### config.mk
export PLATFORM = sky130hd
export DESIGN_NAME = wb_commit_arbiter
export DESIGN_NICKNAME = d
export VERILOG_FILES = /design/src/rtl/wb_commit_arbiter.sv
export SDC_FILE = /design/constraint.sdc
export NUM_CORES = 1
export LEC_CHECK = 0
export CAP_MARGIN = 30
export CORE_MARGIN = 2
export CORE_UTILIZATION = 40
export DETAILED_ROUTE_END_ITERATION = 10
export HOLD_SLACK_MARGIN = 0.1
export PLACE_DENSITY = 0.68
export SLEW_MARGIN = 20
export SYNTH_ARGS = -nofsm -noshare
export SYNTH_HDL_FRONTEND = slang
export SYNTH_SLANG_ARGS = --single-unit
### constraint.sdc
create_clock -name clk -period 10 [get_ports clk]
set_input_delay 1 -clock clk [delete_from_list [all_inputs] [get_ports clk]]
set_output_delay 1 -clock clk [all_outputs]
set_load 0.01 [all_outputs]
### src/rtl/wb_commit_arbiter.sv
// Round-robin writeback arbiter: acks one unit result per cycle, maps its id to a destination
// register through the issue-time id table, and drives a registered regfile write port.
// Optional macro WB_ERROR_CHECK_EN enables the sticky wb_error protocol check.
module wb_commit_arbiter #(
  parameter int NUM_UNITS = 4,
  parameter int ID_W      = 3,
  parameter int XLEN      = 32
) (
  input  logic                      clk,
  input  logic                      rst,
  input  logic                      issue_valid,
  input  logic [ID_W-1:0]           issue_id,
  input  logic [4:0]                issue_rd_addr,
  input  logic [NUM_UNITS-1:0]      unit_done,
  input  logic [NUM_UNITS*ID_W-1:0] unit_id,
  input  logic [NUM_UNITS*XLEN-1:0] unit_rd,
  output logic [NUM_UNITS-1:0]      unit_ack,
  input  logic                      rf_stall,
  output logic                      rf_we,
  output logic [4:0]                rf_addr,
  output logic [XLEN-1:0]           rf_data,
  output logic [ID_W-1:0]           rf_id,
  output logic                      retire_valid,
  output logic                      wb_error
);

  localparam int PTR_W = (NUM_UNITS > 1) ? $clog2(NUM_UNITS) : 1;
  localparam int DEPTH = 2 ** ID_W;

  logic [PTR_W-1:0]  rr_ptr_r;
  logic [DEPTH-1:0]  tbl_valid_r;
  logic [4:0]        tbl_rd_r [DEPTH];

  logic              rf_we_r;
  logic [4:0]        rf_addr_r;
  logic [XLEN-1:0]   rf_data_r;
  logic [ID_W-1:0]   rf_id_r;
  logic              retire_valid_r;

  logic              grant_s;
  logic [PTR_W-1:0]  winner_s;
  logic [PTR_W-1:0]  next_ptr_s;
  logic [ID_W-1:0]   sel_id_s;
  logic [XLEN-1:0]   sel_data_s;
  logic [NUM_UNITS-1:0] ack_s;
  logic [PTR_W:0]    idx_s;

  // Round-robin scan starting at rr_ptr; nothing is granted during reset or stall
  always_comb begin
    grant_s    = 1'b0;
    winner_s   = '0;
    sel_id_s   = '0;
    sel_data_s = '0;
    ack_s      = '0;
    idx_s      = '0;
    for (int i = 0; i < NUM_UNITS; i++) begin
      idx_s = {1'b0, rr_ptr_r} + (PTR_W+1)'(i);
      if (idx_s >= (PTR_W+1)'(NUM_UNITS)) begin
        idx_s = idx_s - (PTR_W+1)'(NUM_UNITS);
      end else begin
        idx_s = idx_s;
      end
      if (!grant_s && rst && !rf_stall && unit_done[idx_s[PTR_W-1:0]]) begin
        grant_s    = 1'b1;
        winner_s   = idx_s[PTR_W-1:0];
        sel_id_s   = unit_id[idx_s[PTR_W-1:0]*ID_W +: ID_W];
        sel_data_s = unit_rd[idx_s[PTR_W-1:0]*XLEN +: XLEN];
        ack_s[idx_s[PTR_W-1:0]] = 1'b1;
      end else begin
        grant_s = grant_s;
      end
    end
  end

  // Pointer advances past the winner, wrapping at NUM_UNITS
  always_comb begin
    if (winner_s == PTR_W'(NUM_UNITS - 1)) begin
      next_ptr_s = '0;
    end else begin
      next_ptr_s = winner_s + PTR_W'(1);
    end
  end

  assign unit_ack = ack_s;

  // Arbiter pointer, id table and registered commit port
  always_ff @(posedge clk) begin
    if (!rst) begin
      rr_ptr_r       <= '0;
      tbl_valid_r    <= '0;
      for (int e = 0; e < DEPTH; e++) tbl_rd_r[e] <= 5'd0;
      rf_we_r        <= 1'b0;
      rf_addr_r      <= 5'd0;
      rf_data_r      <= '0;
      rf_id_r        <= '0;
      retire_valid_r <= 1'b0;
    end else begin
      if (grant_s) begin
        rr_ptr_r              <= next_ptr_s;
        retire_valid_r        <= 1'b1;
        rf_id_r               <= sel_id_s;
        rf_data_r             <= sel_data_s;
        rf_addr_r             <= tbl_rd_r[sel_id_s];
        rf_we_r               <= (tbl_rd_r[sel_id_s] != 5'd0);
        tbl_valid_r[sel_id_s] <= 1'b0;
      end else begin
        retire_valid_r <= 1'b0;
        rf_we_r        <= 1'b0;
      end
      // Placed after the retire clear so a same-cycle reissue of that id stays valid
      if (issue_valid) begin
        tbl_valid_r[issue_id] <= 1'b1;
        tbl_rd_r[issue_id]    <= issue_rd_addr;
      end else begin
        tbl_valid_r[issue_id] <= tbl_valid_r[issue_id];
      end
    end
  end

  assign rf_we        = rf_we_r;
  assign rf_addr      = rf_addr_r;
  assign rf_data      = rf_data_r;
  assign rf_id        = rf_id_r;
  assign retire_valid = retire_valid_r;

`ifdef WB_ERROR_CHECK_EN
  logic wb_error_r;
  logic err_s;

  // Retire of an unissued id, or reissue of a live id that is not retiring now
  always_comb begin
    err_s = 1'b0;
    if (grant_s && !tbl_valid_r[sel_id_s]) begin
      err_s = 1'b1;
    end else begin
      err_s = 1'b0;
    end
    if (issue_valid && tbl_valid_r[issue_id] && !(grant_s && (sel_id_s == issue_id))) begin
      err_s = 1'b1;
    end else begin
      err_s = err_s;
    end
  end

  // Sticky error flag, cleared only by reset
  always_ff @(posedge clk) begin
    if (!rst) begin
      wb_error_r <= 1'b0;
    end else begin
      wb_error_r <= wb_error_r | err_s;
    end
  end

  assign wb_error = wb_error_r;
`else
  assign wb_error = 1'b0;
`endif

endmodule

==> results of run 1 <==
==> flip-flops by register name (all words and copies together), names as in the netlist, named ones only <==
signal        count
retire_valid      1
rf_data          32
rf_addr           5
tbl_rd_r         40
rf_id             3
rf_we             1
rr_ptr_r          1
==> routing by layer <==
metal | up-vias | part of all wire, % | track usage, %
met4 | 0 | 3.9 | 11.99
met1 | 3410 | 38 | 29.93
met3 | 52 | 8.1 | 3.903
met5 | - | 0 | 0
met2 | 347 | 50 | 41.32
li1 | 2852 | - | -
==> cell usage after synthesis, types with 5 or more instances <==
| cell type | number | area share (%) |
|---|---|---|
| inv_1 | 5 | 0.25 |
| a21oi_1 | 40 | 2.6 |
| buf_2 | 10 | 0.65 |
| and2_1 | 44 | 3.6 |
| o21ai_0 | 10 | 0.65 |
| nand2_1 | 19 | 0.93 |
| a211oi_1 | 7 | 0.69 |
| buf_1 | 11 | 0.54 |
| a222oi_1 | 36 | 4.7 |
| mux4_2 | 144 | 42 |
| dfxtp_1 | 44 | 12 |
| mux2_2 | 6 | 0.88 |
| nor2_1 | 16 | 0.78 |
| edfxtp_1 | 40 | 16 |
| clkbuf_1 | 38 | 1.9 |
| buf_6 | 5 | 0.74 |
| mux2i_1 | 17 | 2.2 |
| a22oi_1 | 33 | 3.2 |
==> stage by stage <==
stage | setup slack, ns | instances | power [mW] | cell area [um^2]
final | 4.818 | 981 | 1.859 | 10100
after detailed placement | 4.772 | 962 | 1.505 | 9777
after global placement | 4.890 | 961 | 1.456 | 9749
after floorplan | 5.547 | 582 | 1.203 | 7651
after global routing | 4.577 | 981 | 1.957 | 10100
after CTS | 4.847 | 978 | 1.870 | 10090
==> report_power, final <==
part / switching, mW / internal [mW]
clock network: 0.165 / 0.200
logic: 0.441 / 0.587
registers: 0.0571 / 0.408
==> logic make-up (layout without fill, tap and decap cells) <==
kind of cell | Yosys count | in the layout | share of synthesized area [%]
buf+inv | 71 | 233 | 4.399
compound gates | 149 | 149 | 14.39
fa+ha+maj | 4 | 4 | 0.6542
simple gates | 104 | 104 | 7.457
other cells | 1 | 4 | 0.04901
flops | 84 | 84 | 27.21
mux | 169 | 169 | 45.84
==> worst max-delay path, stage by stage <==
cell and delay (ns):
clkdlybuf4s50_1 0.83, or3b_2 0.49, o22ai_1 0.27, and3b_2 0.23, buf_4 0.48, a222oi_1 0.23
nand2_1 0.10, clkdlybuf4s50_1 0.53
==> path summary, 6_finish.rpt <==
| check | start | end | slack (ns) |
|---|---|---|---|
| max | rst | unit_ack[3] | 4.82 |
| min | rf_id[1] | rf_id[1] | 0.47 |
| max reg2reg | register | rf_addr[2] | 5.19 |
| min reg2reg | rf_id[1] | rf_id[1] | 0.47 |
==> layout make-up <==
class | count | area [um^2] | area share (%)
diodes | 3 | 7.507 | 0.07436
clock buffers | 9 | 225.2 | 2.231
flip-flops and latches | 84 | 2090 | 20.70
well taps | 234 | 292.8 | 2.900
clock inverters | 7 | 86.33 | 0.8551
repair buffers | 212 | 2115 | 20.94
multi-input cells | 427 | 5261 | 52.11
inverters | 5 | 18.77 | 0.1859
==> metrics.cfg, run 1 <==
[sta]
setup_tns_ns = 0
rsz0062_at_grt = false
setup-violations-final = 0
fin_crit_sh_pct = 51.82
hold_violations = 0
skew_ns = 0.003662
whs_ns = 0.4670
period_minus_slack_ns = 5.182
drv_slew = 0
tightestPinTransition_ns = 0.8528
maxSlewHeadroom_pct = 43.13
fmax_mhz = 193.0

[floorplanning]
start_util_pct = 40.77
die-area_um2 = 20250
chipHeight_um = 142.3
num_rows = 50
die_w_um = 142.3
coreArea_um2 = 18770
ioPinCount = 203

[cts]
root_buffer = clkbuf_16
postCtsSetupRepairBufs = 0
cts_tree = yes
htreeDepth = 3
cts_buffers = 9
insertion_delay_ns = 0.35
cts.reportedPaths.clkPinSlew_ns = 0.07
cts_resized = 0
hold_buffers = 0
cts.sinks = 84
cts_buffer_depth = 2

[logic_synthesis]
yosysWarnings = 0
ys_ff_latch = 84
ys_seq_area_share_pct = 27.21
syn_inst = 582
synth_edf_count = 40
syn_avg_cell_area_um2 = 13.15
synth-main-ff-cell = dfxtp_1
syn-num-nets = 742
synthesis.area_um2 = 7651
synthArstFlopShare_pct = 0
ys_types = 51

[min_path]
hold_depth = 2
hold_path_class = register to register

[routing]
wirelength_mm = 24.37
route.antenna.remaining_nets = 0
via_count = 6661
routedWlPerCell_um = 24.84
first_pass_iters = 7
drcViolationCount = 0
avgViaCountPerCell = 6.790
drtIter0Drc = 741

[critical_path]
endpoint_kind = output pin
start_kind = input port
path_class = input port to output pin
reg2reg_depth = 12
worstPathRequired_ns = 9.00
cp.arrival_ns = 4.18
path_max_fanout = 42

[power]
vdd_ir_drop_max_uv = 119.5
leakage_nw = 3.159
p_per_area_nw_per_um2 = 184.1

[layout]
layout-drive-gt1-share_pct = 25.40
utilization_pct = 53.79
final_common_cell = clkdlybuf4s50_1
syn_to_final_growth_pct = 31.95
final_nets = 899
layout_common_cells = clkdlybuf4s50_1, mux4_2, and2_1
num-fill-cells = 1559

[global_route]
grt_pass1_vias = 6738
grt_usage_pct = 24.18
grt_overflow = 0
grt_pass1_wl_mm = 37.64
grt_max_degree = 57
antenna_found_initial = 3

[placement]
dp_hpwl_mm = 17.10
gp_congestion = 0.9127
io_buffers = 201

[run_status]
status = finished clean

[job]
drv_cap = 0

No activity file was read; power rests on OpenSTA's default activity.
==> run 2: changes to the inputs <==
Clock period 10 ns to 5.4 ns, I/O delays scaled along.
==> run 2 against run 1 <==
Compared with the run above:
- sequential share of layout area barely moved
- combinational power increased by 90%
- final area up 0.12%
- die area did not move
- power is 85% higher
- critical path type is now register to output pin
- register-to-register slack got worse by 3.8 ns
- clock skew is 0.0018 ns higher
==> metrics.cfg, run 2 (synthesized netlist as in run 1, its figures left out) <==
[critical_path]
crit_path_cell_trace = inv_1 -> ha_4 -> mux4_2 -> or2_1 -> and3b_2 -> buf_4 -> nand2_1 -> nand2_1 -> clkdlybuf4s50_1
r2r-end = rf_addr[2]
cp.arrival_ns = 3.77
rrSetupSlack_ns = 1.44
path_class = register to output pin
start_kind = register
cpMostUsedCell = nand2_1
r2r_start = rr_ptr_r[1]
max_stage_delay_ns = 0.57
crit_family = buffers and inverters
critPathSlowestCell = dfxtp_4
reg2reg_depth = 12
endpoint_kind = output pin
path_max_fanout = 27
cp_num_buf_inv = 3
worstPathRequired_ns = 4.86

[floorplanning]
die-area_um2 = 20250
coreArea_um2 = 18770
start_util_pct = 40.77
num_rows = 50
chipHeight_um = 142.3
die_w_um = 142.3
ioPinCount = 203

[cts]
hold_buffers = 0
cts.sinks = 84
cts_buffers = 9
cts_resized = 0
postCtsSetupRepairBufs = 0
insertion_delay_ns = 0.36
root_buffer = clkbuf_16
htreeDepth = 3
cts.reportedPaths.clkPinSlew_ns = 0.07
cts_tree = yes
cts_buffer_depth = 2

[routing]
wirelength_mm = 24.96
route.antenna.remaining_nets = 0
avgViaCountPerCell = 6.871
via_count = 6747
drtIter0Drc = 641
first_pass_iters = 7
drcViolationCount = 0
routedWlPerCell_um = 25.42

[power]
leakage_nw = 3.171
vdd_ir_drop_max_uv = 232.4
p_total_mw = 3.439
p_per_area_nw_per_um2 = 340.2

[layout]
num-fill-cells = 1542
syn_to_final_growth_pct = 32.12
regMostFlops = tbl_rd_r
largest_reg_flops = 40
layout-drive-gt1-share_pct = 25.60
utilization_pct = 53.86
fin_cells = 982
final_common_cell = clkdlybuf4s50_1
layout_common_cells = clkdlybuf4s50_1, mux4_2, and2_1
seq_area_um2 = 2090
final_nets = 901
multi_input_area_um2 = 5261
final_area_um2 = 10110

[global_route]
grt_max_degree = 143
grt_pass1_wl_mm = 38.25
grt_overflow = 0
grt_usage_pct = 24.47
grt_pass1_vias = 6816
antenna_found_initial = 2

[placement]
dp_cells = 964
placed_cell_area_um2 = 9804
io_buffers = 201
gp_congestion = 0.9077
dp_hpwl_mm = 17.40
post-place-ws_ns = 1.214

[min_path]
hold_depth = 2
hold_path_class = register to register
min_from = rf_id[1]
holdPathEnd = rf_id[1]

[sta]
worst_slack_ns = 1.089
fin_crit_sh_pct = 79.84
skew_ns = 0.005435
fmax_mhz = 231.9
setup_tns_ns = 0
period_minus_slack_ns = 4.311
tightestPinTransition_ns = 0.9855
rsz0062_at_grt = false
maxSlewHeadroom_pct = 34.30
hold_violations = 0
drv_slew = 0
setup-violations-final = 0
whs_ns = 0.4627

[job]
drv_cap = 0

[run_status]
status = finished clean

-- run 2: layout make-up --
class                      instances  share of cell area (%)
clock buffer                       9                   2.228
antenna                            2                 0.04951
inverter                           5                  0.1857
tap                              234                   2.896
timing repair buffer             214                   21.19
clock inverter                     7                  0.7303
sequential                        84                   20.67
multi-input combinational        427                   52.05
-- run 2: how the worst max path moves through the flow --
| stage | from | end | slack (ns) | depth (start not counted) |
|---|---|---|---|---|
| 3_3_place_gp | rst | rf_addr[2] | 1.29 | 12 |
| 5_1_grt | register | unit_ack[2] | 0.84 | 8 |
| 4_1_cts | register | unit_ack[2] | 1.05 | 8 |
| 6_report | rr_ptr_r[1] | unit_ack[2] | 1.09 | 9 |
| 3_5_place_dp | rst | rf_addr[2] | 1.21 | 12 |
| 2_1_floorplan | register | rf_we | 1.36 | 18 |
-- run 2: routing by layer --
layer | share of wire, % | vias up | routed length (um) | track usage, %
met3 | 9.1 | 50 | 2267 | 4.172
li1 | - | 2858 | - | -
met2 | 50 | 399 | 12390 | 39.87
met1 | 38 | 3440 | 9486 | 32.17
met5 | 0 | - | 0 | 0
met4 | 3.3 | 0 | 818 | 11.31
-- run 2: power by group --
part,internal (mW),switching [mW],total [mW]
Sequential,0.756,0.0820,0.838
Combinational,1.09,0.865,1.96
Clock,0.330,0.312,0.642
Total,2.18,1.26,3.44
-- run 2: worst reg2reg max path: cells and delay by family, from the launching register on --
kind	cells	cell delay (ns)
muxes	2	0.70
and+or+nand+nor	4	1.12
adders and majority gates	1	0.31
DFF	1	0.57
buffers and inverters	2	0.60
AOI/OAI and AO/OA	3	0.56
